$ cat config.mk
export PLATFORM = sky130hd
export DESIGN_NAME = fifo_uart_tx
export DESIGN_NICKNAME = d
export VERILOG_FILES = /design/src/rtl/fifo_uart_tx.sv
export SDC_FILE = /design/constraint.sdc
export NUM_CORES = 1
export LEC_CHECK = 0
export ABC_AREA = 1
export CAP_MARGIN = 25
export CORE_UTILIZATION = 57
export CTS_BUF_LIST = sky130_fd_sc_hd__clkbuf_4 sky130_fd_sc_hd__clkbuf_8
export CTS_CLUSTER_SIZE = 8
export DETAILED_ROUTE_END_ITERATION = 8
export GPL_ROUTABILITY_DRIVEN = 0
export GPL_TIMING_DRIVEN = 0
export PLACE_DENSITY = 0.81
export SYNTH_ARGS = -nofsm -noshare
export SYNTH_HDL_FRONTEND = slang
export SYNTH_SLANG_ARGS = --single-unit
$ cat constraint.sdc
create_clock -name clk -period 1.5 [get_ports clk]
set_input_delay 0.15 -clock clk [delete_from_list [all_inputs] [get_ports clk]]
set_output_delay 0.15 -clock clk [all_outputs]
set_load 0.01 [all_outputs]
$ cat src/rtl/fifo_uart_tx.sv
// Serial transmitter that pulls words from a four-phase FIFO receive port and sends each as an idle-high start/data/stop frame, LSB first.
// Define UART_TX_PARITY_EN to insert an even-parity bit between the last data bit and the stop bit.
module fifo_uart_tx #(
    parameter int WIDTH        = 8,
    parameter int CLKS_PER_BIT = 16
) (
    input  logic             clk,
    input  logic             rst_n,
    input  logic             fifo_rdy,
    input  logic [WIDTH-1:0] fifo_data,
    output logic             fifo_done,
    output logic             tx,
    output logic             busy
);
    localparam int CNT_W = (CLKS_PER_BIT > 1) ? $clog2(CLKS_PER_BIT) : 1;
    localparam int IDX_W = $clog2(WIDTH + 1);
    localparam logic [CNT_W-1:0] CNT_LAST = CNT_W'(CLKS_PER_BIT - 1);
    localparam logic [IDX_W-1:0] IDX_LAST = IDX_W'(WIDTH - 1);

    localparam logic [2:0] S_IDLE   = 3'd0;
    localparam logic [2:0] S_START  = 3'd1;
    localparam logic [2:0] S_DATA   = 3'd2;
    localparam logic [2:0] S_STOP   = 3'd4;
`ifdef UART_TX_PARITY_EN
    localparam logic [2:0] S_PARITY = 3'd3;
`endif

    logic [2:0]       state;
    logic [CNT_W-1:0] cnt;
    logic [IDX_W-1:0] idx;
    logic [WIDTH-1:0] shift;
    logic [WIDTH-1:0] shift_next;
    logic             accept;
    logic             bit_end;
`ifdef UART_TX_PARITY_EN
    logic             parity_bit;
`endif

    // A new word is taken only once the previous handshake has fully released.
    assign accept     = (state == S_IDLE) && fifo_rdy && !fifo_done;
    assign bit_end    = (cnt == CNT_LAST);
    assign shift_next = shift >> 1;

    always_ff @(posedge clk or negedge rst_n) begin
        if (!rst_n) begin
            state <= S_IDLE;
            cnt   <= '0;
            idx   <= '0;
            shift <= '0;
            tx    <= 1'b1;
            busy  <= 1'b0;
`ifdef UART_TX_PARITY_EN
            parity_bit <= 1'b0;
`endif
        end else begin
            case (state)
                S_IDLE: begin
                    cnt <= '0;
                    idx <= '0;
                    if (accept) begin
                        shift <= fifo_data;
`ifdef UART_TX_PARITY_EN
                        parity_bit <= ^fifo_data;
`endif
                        tx    <= 1'b0;
                        busy  <= 1'b1;
                        state <= S_START;
                    end
                end
                S_START: begin
                    if (bit_end) begin
                        cnt   <= '0;
                        tx    <= shift[0];
                        state <= S_DATA;
                    end else begin
                        cnt <= cnt + 1'b1;
                    end
                end
                S_DATA: begin
                    if (bit_end) begin
                        cnt <= '0;
                        if (idx == IDX_LAST) begin
                            idx <= '0;
`ifdef UART_TX_PARITY_EN
                            tx    <= parity_bit;
                            state <= S_PARITY;
`else
                            tx    <= 1'b1;
                            state <= S_STOP;
`endif
                        end else begin
                            // tx is registered, so it takes the bit that becomes shift[0] now
                            idx   <= idx + 1'b1;
                            shift <= shift_next;
                            tx    <= shift_next[0];
                        end
                    end else begin
                        cnt <= cnt + 1'b1;
                    end
                end
`ifdef UART_TX_PARITY_EN
                S_PARITY: begin
                    if (bit_end) begin
                        cnt   <= '0;
                        tx    <= 1'b1;
                        state <= S_STOP;
                    end else begin
                        cnt <= cnt + 1'b1;
                    end
                end
`endif
                S_STOP: begin
                    if (bit_end) begin
                        cnt   <= '0;
                        busy  <= 1'b0;
                        state <= S_IDLE;
                    end else begin
                        cnt <= cnt + 1'b1;
                    end
                end
                default: begin
                    cnt   <= '0;
                    idx   <= '0;
                    tx    <= 1'b1;
                    busy  <= 1'b0;
                    state <= S_IDLE;
                end
            endcase
        end
    end

    // Handshake release is independent of the frame: done drops on the first low rdy.
    always_ff @(posedge clk or negedge rst_n) begin
        if (!rst_n) begin
            fifo_done <= 1'b0;
        end else if (fifo_done) begin
            if (!fifo_rdy) begin
                fifo_done <= 1'b0;
            end
        end else if (accept) begin
            fifo_done <= 1'b1;
        end
    end

endmodule

==> impl_metrics.ini <==
[placement]
dpl.hpwl_um = 1880
port_buffers = 13
dp_cells = 199

[timing]
whs_ns = 0.177
fmax_mhz = 702
drv_slew = 0
tightest_slew_ns = 0.559
fin_skew_ns = 0.00286
rsz0062_at_grt = false
timing.final.crit_share_pct = 95.0
setup_tns_ns = 0
period_needed_ns = 1.43
finalSetupViolations = 0
finalHoldViolations = 0
maxSlewHeadroom_pct = 62.6

[cts]
numCtsBuffers = 3
cts_tree = built
cts_setup_buffers = 0
clk-insertion-delay-late_ns = 0.32
ctsRootBufferMaster = clkbuf_4
path_clk_slew_ns = 0.12
h-tree-depth = 1
cts_sinks = 22
cts_buffer_depth = 2

[logic_synthesis]
syn_area_um2 = 1260
synth_fp_nets = 172
ys.flop_type = dfrtp_1
yosysMostFrequentCell = nand2_1
postSynthCellCount = 159
synth_area_leaders = dfrtp_1 (42%), nand2_1 (16%), nand3_1 (6.3%), inv_1 (4.2%), nor2_1 (4.2%)
synth_cell_type_count = 25
netlist_top_cells_count = nand2_1 (54), dfrtp_1 (21), nand3_1 (16)
ys.warnings.count = 0
yosysTopAreaCell = dfrtp_1
synthArstFlopShare_pct = 100
synth_top_area_share_pct = 41.7
syn_avg_cell_area_um2 = 7.93
ys_seq_elements = 22
synth-seq-area-share_pct = 43.8
synth_edf_count = 0

[floorplan]
initial_utilization_pct = 62.4
dieArea_um2 = 2400
rows = 16
die_x_um = 49.0
coreArea_um2 = 2020
io_pins = 14
dieHeight_um = 49.0

[worst_setup_path]
cp_top_family = buffers and inverters
start_kind = flip-flop
crit_path_max_fanout = 3
criticalPathCategory = flip-flop to primary output
cp-startpoint = fifo_done$_DFF_PN0_
critPathMaxStageDelay_ns = 0.56
crit_buf_inv = 1
setup.worst_path.end_class = primary output
cp.arrival_ns = 1.28
worstReg2RegStart = cnt[0]$_DFF_PN0_
cp_data_required_time_ns = 1.35
slowest_stage = clkdlybuf4s50_1
path_cells = clkdlybuf4s50_1

[detailed_routing]
wl_per_cell_um = 12.4
post-route-drc-count = 0
first_pass_iters = 4
vias = 1069
vias_per_cell = 5.24
totalWireLength_um = 2520
drt_iter0_markers = 28
final_antenna_net_count = 0

[grt]
grt_max_degree = 23
grt_pass1_vias = 1076
grtUsageMet2_pct = 42.6
grt_pass1_wl_um = 4530
gr-total-overflow = 0
busiest_layer = met2
grt_use_met3_pct = 3.74
antenna_found_initial = 0
gr-usage-all-layers_pct = 25.0
met1_usage_pct = 31.1

[pwr]
ir_drop_v = 0.00116
pwr-share-comb_pct = 50.4
clkPwrFrac_pct = 11.8
powerDensity_nw_per_um2 = 1740
power.total_mw = 2.57
switchingPower_mw = 1.14
power_leakage_nw = 0.810
power_switching_share_pct = 44.4
p_seq_share_pct = 37.7
intPower_mw = 1.43

[run]
drv_cap = 0

[cells_and_area]
n_antenna_cell = 0
drive_gt1_share_pct = 16.9
final_cells = 204
final_core_util_pct = 72.9
nets = 191
areaGrowthSynthToFinish_pct = 16.9

[min_path]
hold_class = input port to asynchronous set/reset pin

[status]
status = finished, final reports clean
==> final timing paths <==
kind	end	slack [ns]	depth (start not counted)
min in group clk	shift[7]$_DFFE_PN0P_	0.38	3
max	fifo_done	0.07	1
max in group asynchronous	shift[6]$_DFFE_PN0P_	0.85	2
min reg2reg	tx$_DFFE_PN1P_	0.49	2
min	cnt[2]$_DFF_PN0_	0.18	1
max reg2reg	idx[3]$_DFFE_PN0P_	0.14	7
==> metrics by stage <==
stage                     cell area, um^2  setup slack, ns
final                                1470           0.0749
after global routing                 1470           0.0183
after CTS                            1450           0.0637
after detailed placement             1430          0.00860
after global placement               1430           0.0354
after floorplan                      1260            0.299
==> kinds of logic after synthesis <==
kind of cell	count (synthesis)	synth area share, %
and+or+nand+nor	104	40.5
adders and majority gates	2	1.98
buffers and inverters	19	7.74
AOI/OAI and AO/OA	10	4.66
xor gates and xnor gates	2	1.39
DFF	22	43.8
==> sequential cells by signal (all words and copies together) (netlist names) <==
register / flops
idx: 4
tx: 1
state: 3
busy: 1
fifo_done: 1
cnt: 4
shift: 8
==> power by group through the flow <==
| stage | logic (mW) | registers [mW] | clock network [mW] |
|---|---|---|---|
| after floorplan | 0.962 | 0.964 | 0 |
| after global placement | 1.25 | 0.966 | 0 |
| after detailed placement | 1.30 | 0.976 | 0 |
| after CTS | 1.30 | 0.966 | 0.316 |
| after global routing | 1.48 | 0.995 | 0.335 |
| final | 1.29 | 0.968 | 0.304 |
==> cell usage in the layout, fill, tap and decap left out, types with 2 or more instances in the layout <==
cell type | synthesis | routed
nor2_2 | 3 | 3
dfrtp_1 | 21 | 21
o21ai_1 | 3 | 3
nand2_1 | 54 | 54
nand2_2 | 5 | 5
o21ai_0 | 5 | 5
nand3_2 | 3 | 4
clkdlybuf4s50_1 | 0 | 12
nor2_1 | 14 | 14
nand3b_1 | 2 | 2
inv_1 | 14 | 14
inv_2 | 2 | 2
ha_1 | 2 | 2
nand3_1 | 16 | 15
clkbuf_4 | 0 | 4
nand2_4 | 4 | 4
==> routing by layer <==
metal  part of all wire [%]  vias to the layer above
met1                     46                      501
li1                       -                      540
met3                    4.0                        5
met5                      0                        -
met4                    2.2                        0
met2                     48                       23
==> repair_timing <==
action | 4_1_cts | 5_1_grt
hold buffers | 0 | 0
gates resized for setup | 1 | 1
pin swaps | 0 | 0
endpoints found under the setup margin | 1 | 4
==> cell type report <==
class,instances,area (um^2)
multi-input cells,118,617
well taps,27,33.8
flip-flops and latches,22,552
inverters,17,66.3
repair buffers,14,144
clock buffers,4,30.0
fillers,152,548
plain buffers,2,31.3
Power figures use the tool's default switching activity.
